--- config.mk ---
export PLATFORM = sky130hd
export DESIGN_NAME = seven_seg_scan_decoder
export DESIGN_NICKNAME = d
export VERILOG_FILES = /design/src/rtl/sevseg_pkg.sv /design/src/rtl/seven_seg_pattern_decode.sv /design/src/rtl/seven_seg_scan_decoder.sv
export SDC_FILE = /design/constraint.sdc
export NUM_CORES = 1
export LEC_CHECK = 0
export BUFFER_PORTS_ARGS = -buffer_cell sky130_fd_sc_hd__buf_2
export CORE_UTILIZATION = 35
export DETAILED_ROUTE_END_ITERATION = 12
export SYNTH_ARGS = -nofsm -noshare
export SYNTH_HDL_FRONTEND = slang
export SYNTH_SLANG_ARGS = --single-unit
--- constraint.sdc ---
create_clock -name clk -period 2.5 [get_ports clk]
set_input_delay 0.125 -clock clk [delete_from_list [all_inputs] [get_ports clk]]
set_output_delay 0.125 -clock clk [all_outputs]
set_load 0.01 [all_outputs]
--- src/rtl/sevseg_pkg.sv ---
// ---------------------------------------------------------------------------
// sevseg_pkg
// Shared definitions for the seven-segment scan decoder:
//   - active-low segment patterns {g,f,e,d,c,b,a} for every decodable glyph
//   - special digit codes (blank, invalid, underscore)
//   - scan FSM state type
//   - anode helpers (legality check, one-hot-low to slot index)
// No ports (package).
// ---------------------------------------------------------------------------
package sevseg_pkg;

    localparam logic [6:0] SEG_0          = 7'h40;
    localparam logic [6:0] SEG_1          = 7'h79;
    localparam logic [6:0] SEG_2          = 7'h24;
    localparam logic [6:0] SEG_3          = 7'h30;
    localparam logic [6:0] SEG_4          = 7'h19;
    localparam logic [6:0] SEG_5          = 7'h12;
    localparam logic [6:0] SEG_6          = 7'h02;
    localparam logic [6:0] SEG_7          = 7'h78;
    localparam logic [6:0] SEG_8          = 7'h00;
    localparam logic [6:0] SEG_9          = 7'h10;
    localparam logic [6:0] SEG_A          = 7'h08;
    localparam logic [6:0] SEG_B          = 7'h03;
    localparam logic [6:0] SEG_C          = 7'h46;
    localparam logic [6:0] SEG_D          = 7'h21;
    localparam logic [6:0] SEG_E          = 7'h06;
    localparam logic [6:0] SEG_F          = 7'h0E;
    localparam logic [6:0] SEG_UNDERSCORE = 7'h77;
    localparam logic [6:0] SEG_BLANK      = 7'h7F;

    localparam logic [4:0] CODE_BLANK      = 5'h10;
    localparam logic [4:0] CODE_INVALID    = 5'h1E;
    localparam logic [4:0] CODE_UNDERSCORE = 5'h1F;

    typedef enum logic [1:0] {
        ST_IDLE     = 2'd0,
        ST_SETTLE   = 2'd1,
        ST_SAMPLE   = 2'd2,
        ST_WAIT_CHG = 2'd3
    } scan_state_e;

    // Exactly one anode driven low.
    function automatic logic an_is_legal(input logic [3:0] an_v);
        logic legal;
        case (an_v)
            4'hE, 4'hD, 4'hB, 4'h7: legal = 1'b1;
            default:                legal = 1'b0;
        endcase
        return legal;
    endfunction

    // Slot index of the low anode; only meaningful for legal patterns.
    function automatic logic [1:0] an_to_idx(input logic [3:0] an_v);
        logic [1:0] idx;
        case (an_v)
            4'hE:    idx = 2'd0;
            4'hD:    idx = 2'd1;
            4'hB:    idx = 2'd2;
            4'h7:    idx = 2'd3;
            default: idx = 2'd0;
        endcase
        return idx;
    endfunction

endpackage

--- src/rtl/seven_seg_pattern_decode.sv ---
// ---------------------------------------------------------------------------
// seven_seg_pattern_decode
// Combinational decode of an active-low segment pattern into a 5-bit code.
// Ports:
//   seg_i      in  7  {g,f,e,d,c,b,a}, active-low
//   code_o     out 5  decoded code (0-F, 10 blank, 1F underscore, 1E invalid)
//   invalid_o  out 1  high when seg_i is not in the decode table
// ---------------------------------------------------------------------------
module seven_seg_pattern_decode (
    input  logic [6:0] seg_i,
    output logic [4:0] code_o,
    output logic       invalid_o
);
    import sevseg_pkg::*;

    // Pattern lookup; anything outside the table is flagged invalid.
    always_comb begin
        code_o    = CODE_INVALID;
        invalid_o = 1'b0;
        case (seg_i)
            SEG_0:          code_o = 5'h00;
            SEG_1:          code_o = 5'h01;
            SEG_2:          code_o = 5'h02;
            SEG_3:          code_o = 5'h03;
            SEG_4:          code_o = 5'h04;
            SEG_5:          code_o = 5'h05;
            SEG_6:          code_o = 5'h06;
            SEG_7:          code_o = 5'h07;
            SEG_8:          code_o = 5'h08;
            SEG_9:          code_o = 5'h09;
            SEG_A:          code_o = 5'h0A;
            SEG_B:          code_o = 5'h0B;
            SEG_C:          code_o = 5'h0C;
            SEG_D:          code_o = 5'h0D;
            SEG_E:          code_o = 5'h0E;
            SEG_F:          code_o = 5'h0F;
            SEG_UNDERSCORE: code_o = CODE_UNDERSCORE;
            SEG_BLANK:      code_o = CODE_BLANK;
            default: begin
                code_o    = CODE_INVALID;
                invalid_o = 1'b1;
            end
        endcase
    end

endmodule

--- src/rtl/seven_seg_scan_decoder.sv ---
// ---------------------------------------------------------------------------
// seven_seg_scan_decoder
// Receive side of a multiplexed 4-digit seven-segment bus. Follows the
// active-low anode strobes, samples each digit once its anode has settled,
// assembles complete frames and publishes a frame only after it has been
// seen identically STABLE_FRAMES times in a row.
// Optional build macro: SEVSEG_DP_CAPTURE_EN (capture decimal points into
// dp_out and include them in the frame compare; otherwise dp_out = 4'hF).
// Ports:
//   clk, rst_n        clock, asynchronous active-low reset
//   seg[6:0], dp      active-low segments {g..a} and decimal point
//   an[3:0]           active-low anode strobes, an[0] = digit0
//   digit0..digit3    published digit codes (reset 5'h10)
//   dp_out[3:0]       published decimal points, active-low (reset 4'hF)
//   frame_valid       published frame held
//   new_frame         one-cycle pulse on publish
//   scan_error        one-cycle pulse on illegal anode or stall
//   bad_pattern       sticky: an undecodable pattern was sampled
// ---------------------------------------------------------------------------
module seven_seg_scan_decoder #(
    parameter int SETTLE_CYCLES = 4,
    parameter int STABLE_FRAMES = 2,
    parameter int TIMEOUT_W     = 18
) (
    input  logic       clk,
    input  logic       rst_n,
    input  logic [6:0] seg,
    input  logic       dp,
    input  logic [3:0] an,
    output logic [4:0] digit0,
    output logic [4:0] digit1,
    output logic [4:0] digit2,
    output logic [4:0] digit3,
    output logic [3:0] dp_out,
    output logic       frame_valid,
    output logic       new_frame,
    output logic       scan_error,
    output logic       bad_pattern
);
    import sevseg_pkg::*;

    localparam int SCW = (SETTLE_CYCLES > 1) ? $clog2(SETTLE_CYCLES) : 1;
    localparam int STW = $clog2(STABLE_FRAMES + 1);
    localparam logic [TIMEOUT_W-1:0] STALL_MAX = {TIMEOUT_W{1'b1}};
    localparam logic [TIMEOUT_W-1:0] STALL_PRE = {{(TIMEOUT_W-1){1'b1}}, 1'b0};

    scan_state_e          state_q;
    logic [3:0]           an_prev_q;
    logic [SCW-1:0]       settle_cnt_q;
    logic [TIMEOUT_W-1:0] stall_cnt_q, stall_cnt_d;
    logic [3:0]           mask_q;
    logic [3:0][4:0]      slot_q, prev_q, digit_q;
    logic [STW-1:0]       stable_cnt_q, stable_cnt_d;
    logic                 sampled_q;
    logic                 frame_valid_q, new_frame_q, scan_error_q, bad_pattern_q;

    logic       an_legal_s, an_chg_s, an_err_s, stall_hit_s;
    logic       check_s, frame_eq_s, publish_s, invalid_s;
    logic [4:0] code_s;
    logic [1:0] idx_s;

`ifdef SEVSEG_DP_CAPTURE_EN
    logic [3:0] dp_slot_q, prev_dp_q, dp_out_q;
`else
    logic unused_dp_s;
    assign unused_dp_s = dp;
`endif

    seven_seg_pattern_decode u_decode (
        .seg_i     (seg),
        .code_o    (code_s),
        .invalid_o (invalid_s)
    );

    assign an_legal_s  = an_is_legal(an);
    assign an_chg_s    = (an != an_prev_q);
    // Pulse only on the transition into an illegal value, not every cycle.
    assign an_err_s    = !an_legal_s && an_chg_s;
    assign stall_hit_s = !an_chg_s && (stall_cnt_q == STALL_PRE);
    assign idx_s       = an_to_idx(an);

    assign stall_cnt_d = an_chg_s ? {TIMEOUT_W{1'b0}} :
                         (stall_cnt_q == STALL_MAX) ? STALL_MAX : stall_cnt_q + 1'b1;

`ifdef SEVSEG_DP_CAPTURE_EN
    assign frame_eq_s = (slot_q == prev_q) && (dp_slot_q == prev_dp_q);
`else
    assign frame_eq_s = (slot_q == prev_q);
`endif

    // The frame check happens the cycle after a sample landed.
    assign check_s = sampled_q && (mask_q == 4'hF) && an_legal_s && !stall_hit_s;

    assign stable_cnt_d = !frame_eq_s ? STW'(1) :
                          (stable_cnt_q == STW'(STABLE_FRAMES)) ? stable_cnt_q :
                          stable_cnt_q + STW'(1);

    // Publish on the check where the count first reaches the threshold.
    assign publish_s = check_s && (stable_cnt_d == STW'(STABLE_FRAMES)) &&
                       ((stable_cnt_q != STW'(STABLE_FRAMES)) || !frame_eq_s);

    // Scan FSM, capture slots, frame qualification and registered outputs.
    always_ff @(posedge clk or negedge rst_n) begin
        if (!rst_n) begin
            state_q       <= ST_IDLE;
            an_prev_q     <= 4'hF;
            settle_cnt_q  <= '0;
            stall_cnt_q   <= '0;
            mask_q        <= 4'h0;
            slot_q        <= {4{CODE_BLANK}};
            prev_q        <= {4{CODE_BLANK}};
            digit_q       <= {4{CODE_BLANK}};
            stable_cnt_q  <= '0;
            sampled_q     <= 1'b0;
            frame_valid_q <= 1'b0;
            new_frame_q   <= 1'b0;
            scan_error_q  <= 1'b0;
            bad_pattern_q <= 1'b0;
`ifdef SEVSEG_DP_CAPTURE_EN
            dp_slot_q     <= 4'hF;
            prev_dp_q     <= 4'hF;
            dp_out_q      <= 4'hF;
`endif
        end else begin
            an_prev_q    <= an;
            stall_cnt_q  <= stall_cnt_d;
            sampled_q    <= 1'b0;
            new_frame_q  <= 1'b0;
            scan_error_q <= an_err_s || stall_hit_s;

            if (!an_legal_s) begin
                state_q      <= ST_IDLE;
                mask_q       <= 4'h0;
                stable_cnt_q <= '0;
            end else begin
                case (state_q)
                    ST_IDLE: begin
                        state_q      <= ST_SETTLE;
                        settle_cnt_q <= '0;
                    end
                    ST_SETTLE: begin
                        if (an_chg_s) begin
                            settle_cnt_q <= '0;
                        end else if (settle_cnt_q == SCW'(SETTLE_CYCLES - 1)) begin
                            state_q <= ST_SAMPLE;
                        end else begin
                            settle_cnt_q <= settle_cnt_q + SCW'(1);
                        end
                    end
                    ST_SAMPLE: begin
                        if (an_chg_s) begin
                            state_q      <= ST_SETTLE;
                            settle_cnt_q <= '0;
                        end else begin
                            slot_q[idx_s] <= code_s;
`ifdef SEVSEG_DP_CAPTURE_EN
                            dp_slot_q[idx_s] <= dp;
`endif
                            mask_q[idx_s] <= 1'b1;
                            sampled_q     <= 1'b1;
                            bad_pattern_q <= bad_pattern_q | invalid_s;
                            state_q       <= ST_WAIT_CHG;
                        end
                    end
                    ST_WAIT_CHG: begin
                        if (an_chg_s) begin
                            state_q      <= ST_SETTLE;
                            settle_cnt_q <= '0;
                        end else begin
                            state_q <= ST_WAIT_CHG;
                        end
                    end
                    default: state_q <= ST_IDLE;
                endcase

                if (check_s) begin
                    mask_q       <= 4'h0;
                    stable_cnt_q <= stable_cnt_d;
                    prev_q       <= slot_q;
`ifdef SEVSEG_DP_CAPTURE_EN
                    prev_dp_q    <= dp_slot_q;
`endif
                end
            end

            if (stall_hit_s) begin
                mask_q        <= 4'h0;
                stable_cnt_q  <= '0;
                frame_valid_q <= 1'b0;
            end else if (publish_s) begin
                digit_q       <= slot_q;
                frame_valid_q <= 1'b1;
                new_frame_q   <= 1'b1;
`ifdef SEVSEG_DP_CAPTURE_EN
                dp_out_q      <= dp_slot_q;
`endif
            end
        end
    end

    assign digit0      = digit_q[0];
    assign digit1      = digit_q[1];
    assign digit2      = digit_q[2];
    assign digit3      = digit_q[3];
    assign frame_valid = frame_valid_q;
    assign new_frame   = new_frame_q;
    assign scan_error  = scan_error_q;
    assign bad_pattern = bad_pattern_q;
`ifdef SEVSEG_DP_CAPTURE_EN
    assign dp_out = dp_out_q;
`else
    assign dp_out = 4'hF;
`endif

endmodule

## Word level (Yosys, flattened, before mapping)

Cells that the tools add are included.

| word-level totals | value |
|---|---|
| register bits | 97 |
| input bits | 14 |
| output and inout port bits | 28 |
| logic and storage cells | 135 |

| operators by class | value |
|---|---|
| add/sub/neg operators | 3 |
| $lt $le $gt $ge | 2 |
| equal/unequal tests | 40 |
| muxes and demuxes | 37 |
| bitwise gates (word level) | 4 |
| reductions and logical operators | 26 |

Operator list:

| cell | count |
|---|---|
| $pmux 5 s18 | 1 |
| $eq 7x7->1 const B | 6 |
| $eq 18x18->1 const B | 2 |
| $mux 18 | 2 |
| $mux 2 | 12 |
| $eq 7x5->1 const B | 3 |
| $eq 7x6->1 const B | 3 |
| $bwmux 20 | 1 |
| $eq 20x20->1 | 1 |
| $mux 4 | 5 |
| $add 18x1->18 const B | 1 |
| $pmux 2 s3 | 3 |
| $reduce_or 18->1 | 1 |
| $eq 4x4->1 const B | 4 |
| $eq 7x2->1 const B | 2 |
| $eq 7x4->1 const B | 2 |
| $demux 5 s2 | 1 |
| $eq 2x2->1 const B | 5 |
| $mux 1 | 10 |
| $ne 3x3->1 const B | 3 |
| $logic_and 1x1->1 | 8 |
| $reduce_and 2->1 | 4 |
| $eq 7x3->1 const B | 1 |
| $logic_not 7->1 | 1 |
| other kinds (23) | 30 |

## Depth between registers and ports, before layout

Gate-level depths: netlist of the first run.

| depth | value |
|---|---|
| depth after elaboration | 12 |
| depth in mapped cells | 8 |
| gate-level depth less buffers | 7 |

## By module

A second synthesis of the first run with hierarchy kept.

| second synthesis, totals | value |
|---|---|
| cells, all modules | 412 |
| area total of the unflattened synthesis | 4894.7 um^2 |

By module, submodules not included:

| module | times used | cells each | area an instance (um^2) | seq. area each (um^2) |
|---|---|---|---|---|
| seven_seg_scan_decoder | 1 | 347 | 4483.0 | 2447.3 |
| seven_seg_pattern_decode | 1 | 65 | 411.6 | 0.0 |

## Worst setup path before layout of the first run

No wires, ideal clock.

| timing | value |
|---|---|
| path type | flip-flop to flip-flop |
| start | reg an_prev_q[2] |
| end | reg digit_q (netlist bit digit1[0]) |
| setup time | 0.125 ns |
| data arrival time | 2.027 ns |
| required time | 2.375 ns |
| slack | 0.348 ns |
| stages on the path, launching flop included | 7 |
| path buffers | 1 |
| period minus slack after synthesis | 2.152 ns |
| cell sequence | dfstp_2 -> xnor2_1 -> nand4_4 -> or4_4 -> nand4_2 -> buf_6 -> mux2_4 |

| on the way | value |
|---|---|
| longest elaborated chain between the ends | 8 |
| elaborated cells between the ends (all ways) | 9 |
| those cells by class | 1 x eq/ne; 1 x bitwise; 7 x reduce/logical |

Ends and longest elaborated chain:

| element | RTL line | RTL |
|---|---|---|
| from (decl) | seven_seg_scan_decoder.sv:48 | `logic [3:0] an_prev_q;` |
| from (signal assigned) | seven_seg_scan_decoder.sv:125 | `an_prev_q <= an;` |
| $ne 4x4->1 (*) | seven_seg_scan_decoder.sv:76 | `assign an_chg_s = (an != an_prev_q);` |
| $logic_not 1->1 (*) | seven_seg_scan_decoder.sv:79 | `assign stall_hit_s = !an_chg_s && (stall_cnt_q == STALL_PRE);` |
| $logic_and 1x1->1 (*) | seven_seg_scan_decoder.sv:79 |  |
| $logic_not 1->1 | seven_seg_scan_decoder.sv:92 | `assign check_s = sampled_q && (mask_q == 4'hF) && an_legal_s && !stall_hit_s;` |
| $logic_and 1x1->1 | seven_seg_scan_decoder.sv:92 |  |
| $logic_and 1x1->1 (2 in a row) | seven_seg_scan_decoder.sv:99 | `assign publish_s = check_s && (stable_cnt_d == STW'(STABLE_FRAMES)) &&` |
| $reduce_and 2->1 (no source line) (*) | - |  |
| to (signal assigned) | seven_seg_scan_decoder.sv:112 | `digit_q <= {4{CODE_BLANK}};` |
| to (signal assigned) | seven_seg_scan_decoder.sv:191 | `digit_q <= slot_q;` |
| to (decl) | seven_seg_scan_decoder.sv:52 | `logic [3:0][4:0] slot_q, prev_q, digit_q;` |

Every way passes the cells marked *; elsewhere a longest branch is shown, timed or not.
A chain may end at the register's enable or synchronous reset.

## Worst setup path in the final report of the first run

| timing | value |
|---|---|
| start | in an[3] |
| end | reg digit_q (netlist bit digit0[1]) |

| on the way | value |
|---|---|
| longest elaborated chain between the ends | 8 |
| elaborated cells between the ends (all ways) | 16 |
| those cells by class | 5 x eq/ne; 1 x mux; 1 x bitwise; 9 x reduce/logical |

Ends and longest elaborated chain:

| element | RTL line | RTL |
|---|---|---|
| from (decl) | seven_seg_scan_decoder.sv:29 | `input logic [3:0] an,` |
| $eq 4x3->1 (tied with other cells) | sevseg_pkg.sv:45 | `case (an_v)` |
| $reduce_or 4->1 / $logic_not 1->1 (equally long branches) | sevseg_pkg.sv:45, seven_seg_scan_decoder.sv:79 |  |
| $mux 1 / $logic_and 1x1->1 (equally long branches) | sevseg_pkg.sv:45, seven_seg_scan_decoder.sv:79 |  |
| $logic_and 1x1->1 / $logic_not 1->1 (equally long branches) | seven_seg_scan_decoder.sv:92 |  |
| $logic_and 1x1->1 | seven_seg_scan_decoder.sv:92 |  |
| $logic_and 1x1->1 (2 in a row) | seven_seg_scan_decoder.sv:99 |  |
| $reduce_and 2->1 (no source line) (*) | - |  |

Marks and branches as above.

==> results of run 1 <==
-- worst max-delay path: cells and delay by family --
| kind | cells | cell delay [ps] |
|---|---|---|
| AND/OR/NAND/NOR | 3 | 960 |
| buffers and inverters | 3 | 900 |
| XOR/XNOR | 1 | 290 |
| multiplexers | 1 | 330 |
-- cell usage after synthesis, drive strengths merged (2+ instances only) --
cell type	number	share of area, %
dfrtp	81	42
mux2	53	13
xnor2	27	5.1
nor2	25	1.9
a21oi	22	2.3
nand2	21	1.6
dfstp	16	8.7
nand4	15	2.4
clkbuf	13	1.0
nand3	12	1.2
nor3	12	1.3
buf	11	1.6
o21ai	10	1.0
inv	8	0.62
and3	7	0.91
xor2	7	1.3
a31oi	6	0.78
and2	5	0.65
and4	5	0.91
ha	5	1.3
mux2i	5	1.0
a2bb2oi	4	0.73
nand2b	4	0.52
a2111oi	3	0.67
nand3b	3	0.47
nor2b	3	0.39
nor4	3	0.65
o211ai	3	0.47
or4	3	0.55
a211oi	2	0.31
a311oi	2	0.36
a32o	2	0.42
nand4b	2	0.36
or3	2	0.26
-- through the flow --
stage,area (um^2),util [%],hold slack (ps)
floorplan,4830,-,-171
global placement,5210,39.1,16.3
detailed placement,5210,39.1,19.6
CTS,5540,41.5,196
global route,5540,41.5,208
finish,5540,41.5,197
-- layout make-up --
cell class                 count  area share [%]
clock buffer                  11            4.38
clock inverter                 5           0.677
inverter                       8           0.542
multi-input combinational    292            40.3
sequential                    97            44.1
tap                          176            3.97
timing repair buffer          51            6.00
-- state kept, by name, summed over array words and instances (netlist names) --
name and cells:
new_frame 1, digit0 5, an_prev_q 4, bad_pattern 1, state_q 2, settle_cnt_q 2, prev_q 20, digit3 5
sampled_q 1, digit2 5, slot_q 20, frame_valid 1, digit1 5, stall_cnt_q 18, scan_error 1, stable_cnt_q 2
mask_q 4
-- per-layer routing --
layer  track usage [%]  vias up  wire, um
met5                 0        -         0
li1                  -     1589         -
met2              24.2       63      4640
met3              4.02       10       367
met1              19.9     1660      4670
met4              4.06        0       124
-- path summary, 6_finish.rpt --
path | start | endpoint
max | an[3] | digit0[1]$_DFFE_PN0P_
min | rst_n | settle_cnt_q[1]$_DFFE_PN0P_
max reg2reg | an_prev_q[3]$_DFF_PN1_ | digit0[1]$_DFFE_PN0P_
min reg2reg | digit0[3]$_DFFE_PN0P_ | digit0[3]$_DFFE_PN0P_
max in group asynchronous | rst_n | prev_q[19]$_DFFE_PN1P_
min in group clk | seg[2] | slot_q[9]$_DFFE_PN1P_
-- cell families (layout without fill, tap and decap cells) --
logic type,count (synthesis),after routing,synth area share [%]
compound gates,64,64,8.90
flops,97,97,50.8
fa+ha+maj,5,5,1.30
simple gates,127,127,15.2
xor+xnor,34,34,6.33
other cells,1,4,0.0778
mux,58,58,14.2
buf+inv,32,75,3.22
-- power groups by stage --
| stage | sequential (mW) | combinational (mW) | clock, mW |
|---|---|---|---|
| after detailed placement | 1.62 | 0.165 | 0 |
| after floorplan | 1.62 | 0.0910 | 0 |
| after CTS | 1.59 | 0.171 | 1.33 |
| after global placement | 1.62 | 0.158 | 0 |
| final | 1.59 | 0.168 | 1.30 |
| after global routing | 1.59 | 0.190 | 1.40 |
-- timing repair --
item	4_1_cts	5_1_grt
endpoints found under the hold margin	59	0
hold buffers	5	0
setup buffers	0	0
==> impl_metrics.yaml, run 1 <==
run_status:
  outcome: "completed"
global_routing:
  track_usage_pct: 15.0
  grt_pass1_vias: 3366
  grt.overflow.total: 0
  grt_pass1_wl_mm: 16.9
  grt_max_degree: 48
  antenna_found_initial: 0
clock_network:
  clkSlewWorstSetupHoldPaths_ps: 70
  numCtsBuffers: 9
  cts_sinks: 97
  clkLatencyLatePin_ps: 340
  h-tree-depth: 3
  cts_buffer_depth: 2
  tritoncts: "yes"
  cts_root_buf: "clkbuf_16"
  cts_resized: 0
placement:
  place.port_buffers: 36
  place_hpwl_mm: 6.95
  dp.cells: 619
  gp_congestion: 0.830
  dp_slack_ps: 174
pwr:
  netSwitchingFraction_pct: 23.4
  p_sw_mw: 0.714
  p_seq_share_pct: 52.0
  leakagePower_nw: 2.54
  p_total_mw: 3.05
  internal_power_mw: 2.34
  comb_power_share_pct: 5.5
  clockPowerShare_pct: 42.5
  power_density_nw_per_um2: 551
  irDropWorstVdd_uv: 353
timing:
  finalMaxSlewViolations: 0
  setup_ws_ps: 112
  slew_headroom_pct: 41.7
  setup-violations-final: 0
  tightestPinTransition_ps: 861
  rsz0062_at_grt: "no"
  min_period_ps: 2390
  fmax_mhz: 419
  tns_ps: 0
  finalHoldViolCount: 0
  period_share_pct: 95.5
  finClkSkew_ps: 8.40
yosys:
  seq_area_frac_synth_pct: 50.8
  syn-cell-area_um2: 4820
  synth_edf_count: 0
  syn_area_per_cell_um2: 11.5
  async_flop_share_pct: 100
  netlist_instances: 418
  synthDistinctLibCells: 63
  yosys_warnings: 0
  synth_seq_cells: 97
  synth-main-ff-cell: "dfrtp_1"
cells_and_area:
  diodes: 0
  drive_gt1_share_pct: 28.7
  fillers: 1310
  multi_input_area_um2: 2230
  mostFrequentLayoutCell: "dfrtp_1"
  mostFrequentLayoutCells: "81 x dfrtp_1, 35 x buf_2, 33 x mux2_2"
  ff_latch_area_um2: 2450
  finalNonFillerCells: 640
  syn_to_final_growth_pct: 15.0
  nNetsFinal: 478
critical_path:
  end_kind: "flip-flop"
  rrSetupSlack_ps: 180
  crit_slowest_cell: "or4_4"
  worstPathCellList: "dlygate4sd3_1 > buf_2 > xnor2_1 > nand4_4 > or4_4 > nand4_2 > buf_4 > mux2_1"
  crit_path_start_kind: "primary input"
  critPathMaxStageDelay_ps: 620
  crit_type: "primary input to flip-flop"
  cp_max_fo: 9
  crit_required_ps: 2720
  rr_worst_depth: 6
  critPathArrivalTime_ps: 2610
detailed_routing:
  postRouteAntennaNets: 0
  routed_via_density: 5.19
  post_drt_wl_per_cell_um: 15.3
  routed_wl_mm: 9.81
  drc: 0
  dr.pass1.iters: 4
  drt_iter0_drc: 253
  num_vias: 3322
run:
  cap_violations: 0
floorplan:
  io-pin-count: 42
  die_area_um2: 14200
  floorplan.initialDensity_pct: 36.1
  coreArea_um2: 13300
  die_w_um: 119
  die_y_um: 119
  rows: 42
worst_hold_path:
  worstHoldPathType: "primary input to asynchronous set/reset pin"
Note: power is estimated with default switching activity, not from simulation.
==> run 2: changes to the inputs <==
--- a/config.mk
+++ b/config.mk
@@ -6,6 +6,7 @@
 export NUM_CORES = 1
 export LEC_CHECK = 0
 export BUFFER_PORTS_ARGS = -buffer_cell sky130_fd_sc_hd__buf_2
+export CORE_MARGIN = 8
 export CORE_UTILIZATION = 35
 export DETAILED_ROUTE_END_ITERATION = 12
 export SYNTH_ARGS = -nofsm -noshare
==> run 2 against run 1 <==
Die area is 25% higher. Sequential power about the same. Utilization decreased by 0.64 points. Routed wire length grew 2.4%. Clock power increased by 11%. Sequential share of layout area shrank 0.36 points. Via count is 1.4% lower. Combinational power barely moved. Cell count rose by 0.78%. First-iteration DRC count rose by 7.9%. Clock skew is 1.5 ps lower. Clock-buffer cell count grew 1. Critical path type unchanged.
==> impl_metrics.yaml, run 2 (same netlist as run 1, synthesis figures left out) <==
critical_path:
  crit_type: "primary input to flip-flop"
  cp_max_fo: 10
  critPathArrivalTime_ps: 2600
  end_kind: "flip-flop"
  crit_required_ps: 2730
  crit_path_start_kind: "primary input"
timing:
  min_period_ps: 2370
  period_share_pct: 94.8
  rsz0062_at_grt: "no"
  tns_ps: 0
  tightestPinTransition_ps: 813
  finClkSkew_ps: 6.87
  finalHoldViolCount: 0
  finalMaxSlewViolations: 0
  setup-violations-final: 0
  slew_headroom_pct: 44.9
  fmax_mhz: 422
detailed_routing:
  drc: 0
  routed_wl_mm: 10.0
  dr.pass1.iters: 4
  drt_iter0_drc: 273
  postRouteAntennaNets: 0
  routed_via_density: 5.08
  post_drt_wl_per_cell_um: 15.6
  num_vias: 3274
global_routing:
  grt_pass1_wl_mm: 17.0
  met1_usage_pct: 14.3
  antenna_found_initial: 0
  grtUsageMet3_pct: 3.84
  grt_pass1_vias: 3468
  grt_max_degree: 57
  track_usage_pct: 11.8
  grt.overflow.total: 0
  met2_usage_pct: 19.7
  grt.busiest_layer: "met2"
pwr:
  clockPowerShare_pct: 45.1
  irDropWorstVdd_uv: 426
  power_density_nw_per_um2: 571
  leakagePower_nw: 2.57
  p_sw_mw: 0.720
  netSwitchingFraction_pct: 22.5
  internal_power_mw: 2.47
  comb_power_share_pct: 5.2
  p_total_mw: 3.19
  p_seq_share_pct: 49.7
clock_network:
  clkSlewWorstSetupHoldPaths_ps: 70
  cts_sinks: 97
  cts_buffer_depth: 2
  cts_root_buf: "clkbuf_16"
  clkLatencyLatePin_ps: 350
  tritoncts: "yes"
  cts_resized: 0
  numCtsBuffers: 9
  h-tree-depth: 3
placement:
  gp_congestion: 0.797
  place.port_buffers: 36
  place_hpwl_mm: 7.17
worst_hold_path:
  worstHoldPathType: "primary input to flip-flop"
cells_and_area:
  syn_to_final_growth_pct: 16.0
  fillers: 1319
  top_regs: "prev_q (20), slot_q (20), stall_cnt_q (18)"
  diodes: 0
  mostFrequentLayoutCells: "81 x dfrtp_1, 35 x buf_2, 33 x mux2_2"
  drive_gt1_share_pct: 28.8
  final_core_util_pct: 40.9
  mostFrequentLayoutCell: "dfrtp_1"
  multi_input_area_um2: 2230
  ff_latch_area_um2: 2450
  nNetsFinal: 479
floorplan:
  die_w_um: 133
  io-pin-count: 42
  rows: 43
  floorplan.initialDensity_pct: 35.3
  coreArea_um2: 13700
  die_area_um2: 17800
  die_y_um: 133
run_status:
  outcome: "completed"
run:
  cap_violations: 0
## run 2: cell types whose count changed in the layout (fill, tap and decap cells not counted), sizes merged
| cell | delta |
|---|---|
| inv | +1 |
| clkinv | -1 |
| clkinvlp | -2 |
| clkbuf | +1 |
| buf | +1 |
| bufinv | +1 |
## run 2: area by class of cell
cell class / count / area share (%)
sequential: 97 / 43.8
multi-input combinational: 292 / 40.0
clock inverter: 4 / 1.01
inverter: 8 / 0.537
clock buffer: 12 / 4.59
timing repair buffer: 52 / 6.09
tap: 180 / 4.03
## run 2: stage by stage
step	hold slack [ps]	cell area, um^2	worst slack (ps)	std cells
global placement	225	5230	206	624
floorplan	-171	4830	348	421
global route	419	5590	55.8	645
finish	364	5590	130	645
CTS	343	5590	118	645
detailed placement	230	5230	213	624
## run 2: metal layers
metal  part of all wire (%)  vias to the layer above  wire (um)
li1                       -                     1593          -
met5                      0                        -          0
met4                    1.2                        0        120
met1                     46                     1634       4570
met2                     50                       35       5010
met3                    3.3                       12        332
## run 2: what timing repair did
| action | 4_1_cts | 5_1_grt |
|---|---|---|
| buffers inserted | 0 | 0 |
| hold buffers | 5 | 0 |
| endpoints found under the hold margin | 49 | 0 |
## run 2: worst paths after layout
| path | start | end | slack, ps | cells after the start |
|---|---|---|---|---|
| hold reg to reg | digit0[3]$_DFFE_PN0P_ | digit0[3]$_DFFE_PN0P_ | 480 | 1 |
| max in group asynchronous | rst_n | an_prev_q[0]$_DFF_PN1_ | 1300 | 3 |
| hold / removal | seg[2] | slot_q[4]$_DFFE_PN1P_ | 360 | 5 |
| setup / recovery | an[2] | digit3[0]$_DFFE_PN0P_ | 130 | 8 |
| setup reg to reg | an_prev_q[2]$_DFF_PN1_ | digit3[0]$_DFFE_PN0P_ | 210 | 6 |
| min in group asynchronous | rst_n | stall_cnt_q[8]$_DFF_PN0_ | 380 | 2 |
## run 2: power by group through the flow
stage          combinational (mW)  sequential, mW  clock [mW]
3_3_place_gp                0.157            1.62           0
4_1_cts                     0.169            1.59        1.49
5_1_grt                     0.187            1.59        1.54
2_1_floorplan              0.0910            1.62           0
3_5_place_dp                0.162            1.62           0
6_report                    0.166            1.59        1.44
## run 2: worst max-delay path, cell delays in order
cell	delay, ps
dlygate4sd3_1	530
buf_2	160
xnor2_1	320
nand4_4	200
or4_4	610
nand4_2	160
buf_12	160
mux2_2	320
==> run 3: changes to the inputs <==
--- a/config.mk
+++ b/config.mk
@@ -9,6 +9,7 @@
 export CORE_MARGIN = 8
 export CORE_UTILIZATION = 35
 export DETAILED_ROUTE_END_ITERATION = 12
+export PLACE_DENSITY = 0.56
 export SYNTH_ARGS = -nofsm -noshare
 export SYNTH_HDL_FRONTEND = slang
 export SYNTH_SLANG_ARGS = --single-unit
==> run 3 against run 2 <==
Setup slack better by 64 ps. Clock power down 9%. Sequential power about the same. Critical path depth unchanged. Clock skew up 2.4 ps. Cell area down 0.11%.
==> impl_metrics.yaml, run 3 (same netlist as run 1, synthesis figures left out) <==
cells_and_area:
  fillers: 1354
  top_regs: "prev_q (20), slot_q (20), stall_cnt_q (18)"
  mostFrequentLayoutCells: "81 x dfrtp_1, 35 x buf_2, 33 x mux2_2"
  syn_to_final_growth_pct: 15.8
  final_cell_area_um2: 5580
  mostFrequentLayoutCell: "dfrtp_1"
  drive_gt1_share_pct: 29.1
  diodes: 0
  nNetsFinal: 481
clock_network:
  clkLatencyLatePin_ps: 340
  tritoncts: "yes"
  cts_resized: 0
  numCtsBuffers: 9
  cts_buffer_depth: 2
  cts_hold_buffers: 5
  h-tree-depth: 3
  cts_root_buf: "clkbuf_16"
  post_cts_buffers: 0
  cts_sinks: 97
  clkSlewWorstSetupHoldPaths_ps: 70
placement:
  place.port_buffers: 36
  placedInstanceArea_um2: 5240
  gp_congestion: 0.797
  place_hpwl_mm: 7.17
detailed_routing:
  routed_wl_mm: 9.92
  drt_iter0_drc: 248
  post_drt_wl_per_cell_um: 15.3
  drc: 0
  routed_via_density: 5.13
  num_vias: 3322
  postRouteAntennaNets: 0
  dr.pass1.iters: 4
timing:
  slew_headroom_pct: 46.8
  finalHoldWorstSlack_ps: 347
  tns_ps: 0
  finalHoldViolCount: 0
  finClkSkew_ps: 9.30
  finalMaxSlewViolations: 0
  setup-violations-final: 0
  rsz0062_at_grt: "no"
  fmax_mhz: 434
  tightestPinTransition_ps: 786
  period_share_pct: 92.2
  min_period_ps: 2310
critical_path:
  rrSetupSlack_ps: 270
  crit_required_ps: 2730
  r2r_start: "an_prev_q[2]$_DFF_PN1_"
  rr_worst_depth: 6
  crit_slowest_cell: "or4_4"
  worstReg2RegEnd: "digit0[3]$_DFFE_PN0P_"
  critPathArrivalTime_ps: 2530
  crit_path_start_kind: "primary input"
  crit_type: "primary input to flip-flop"
  worstPathCellList: "dlygate4sd3_1 > buf_2 > xnor2_1 > nand4_4 > or4_4 > nand4_2 > buf_4 > mux2_1"
  cp_max_fo: 9
  end_kind: "flip-flop"
  critPathMaxStageDelay_ps: 600
pwr:
  leakagePower_nw: 2.56
  p_seq_share_pct: 51.7
  p_sw_mw: 0.735
  clockPowerShare_pct: 42.7
  internal_power_mw: 2.33
  comb_power_share_pct: 5.5
  power_density_nw_per_um2: 550
  irDropWorstVdd_uv: 286
  netSwitchingFraction_pct: 23.9
floorplan:
  floorplan.initialDensity_pct: 35.3
  coreArea_um2: 13700
  die_area_um2: 17800
  io-pin-count: 42
  die_y_um: 133
  rows: 43
  die_w_um: 133
global_routing:
  grt_pass1_vias: 3362
  grt_max_degree: 52
  grt_pass1_wl_mm: 16.7
  antenna_found_initial: 0
  grt.overflow.total: 0
  track_usage_pct: 11.5
run:
  cap_violations: 0
worst_hold_path:
  worstHoldPathType: "primary input to asynchronous set/reset pin"
run_status:
  outcome: "completed"
run 3: power groups by stage:
stage / clock network [mW] / registers, mW / logic, mW
2_1_floorplan: 0 / 1.62 / 0.0910
3_3_place_gp: 0 / 1.62 / 0.161
3_5_place_dp: 0 / 1.62 / 0.166
4_1_cts: 1.37 / 1.59 / 0.173
5_1_grt: 1.42 / 1.59 / 0.191
6_report: 1.31 / 1.59 / 0.170
run 3: worst max-delay path by stage:
stage | startpoint | endpoint | depth (start not counted)
floorplan | an_prev_q[2]$_DFF_PN1_ | digit1[0]$_DFFE_PN0P_ | 6
global placement | seg[6] | slot_q[8]$_DFFE_PN0P_ | 6
detailed placement | seg[6] | slot_q[18]$_DFFE_PN0P_ | 6
CTS | an[2] | prev_q[15]$_DFFE_PN0P_ | 9
global route | an[2] | prev_q[15]$_DFFE_PN0P_ | 9
finish | an[2] | digit0[3]$_DFFE_PN0P_ | 8
run 3: final cells by class:
class / instances / area, um^2 / area share (%)
multi-input combinational: 292 / 2230 / 40.0
tap: 180 / 225 / 4.03
clock buffer: 10 / 229 / 4.10
sequential: 97 / 2450 / 43.8
inverter: 8 / 30.0 / 0.538
clock inverter: 6 / 62.6 / 1.12
timing repair buffer: 54 / 355 / 6.36
run 3: metrics by stage:
step | setup WS (ps) | util (%) | cells | power, mW
finish | 194 | 40.9 | 647 | 3.07
global route | 69.8 | 40.9 | 647 | 3.20
CTS | 179 | 40.9 | 647 | 3.13
detailed placement | 260 | 38.4 | 626 | 1.78
global placement | 253 | 38.4 | 626 | 1.78
floorplan | 348 | - | 421 | 1.71
run 3: routing by layer:
layer | global-route usage (%) | part of all wire [%]
met1 | 14.3 | 45
met2 | 19.1 | 50
met3 | 2.64 | 2.8
met4 | 3.81 | 1.5
met5 | 0 | 0
run 3: worst max-delay path, delay by kind of cell:
family        cells  cell delay, ps
buf+inv           3             890
simple gates      3             870
mux               1             330
xor+xnor          1             300
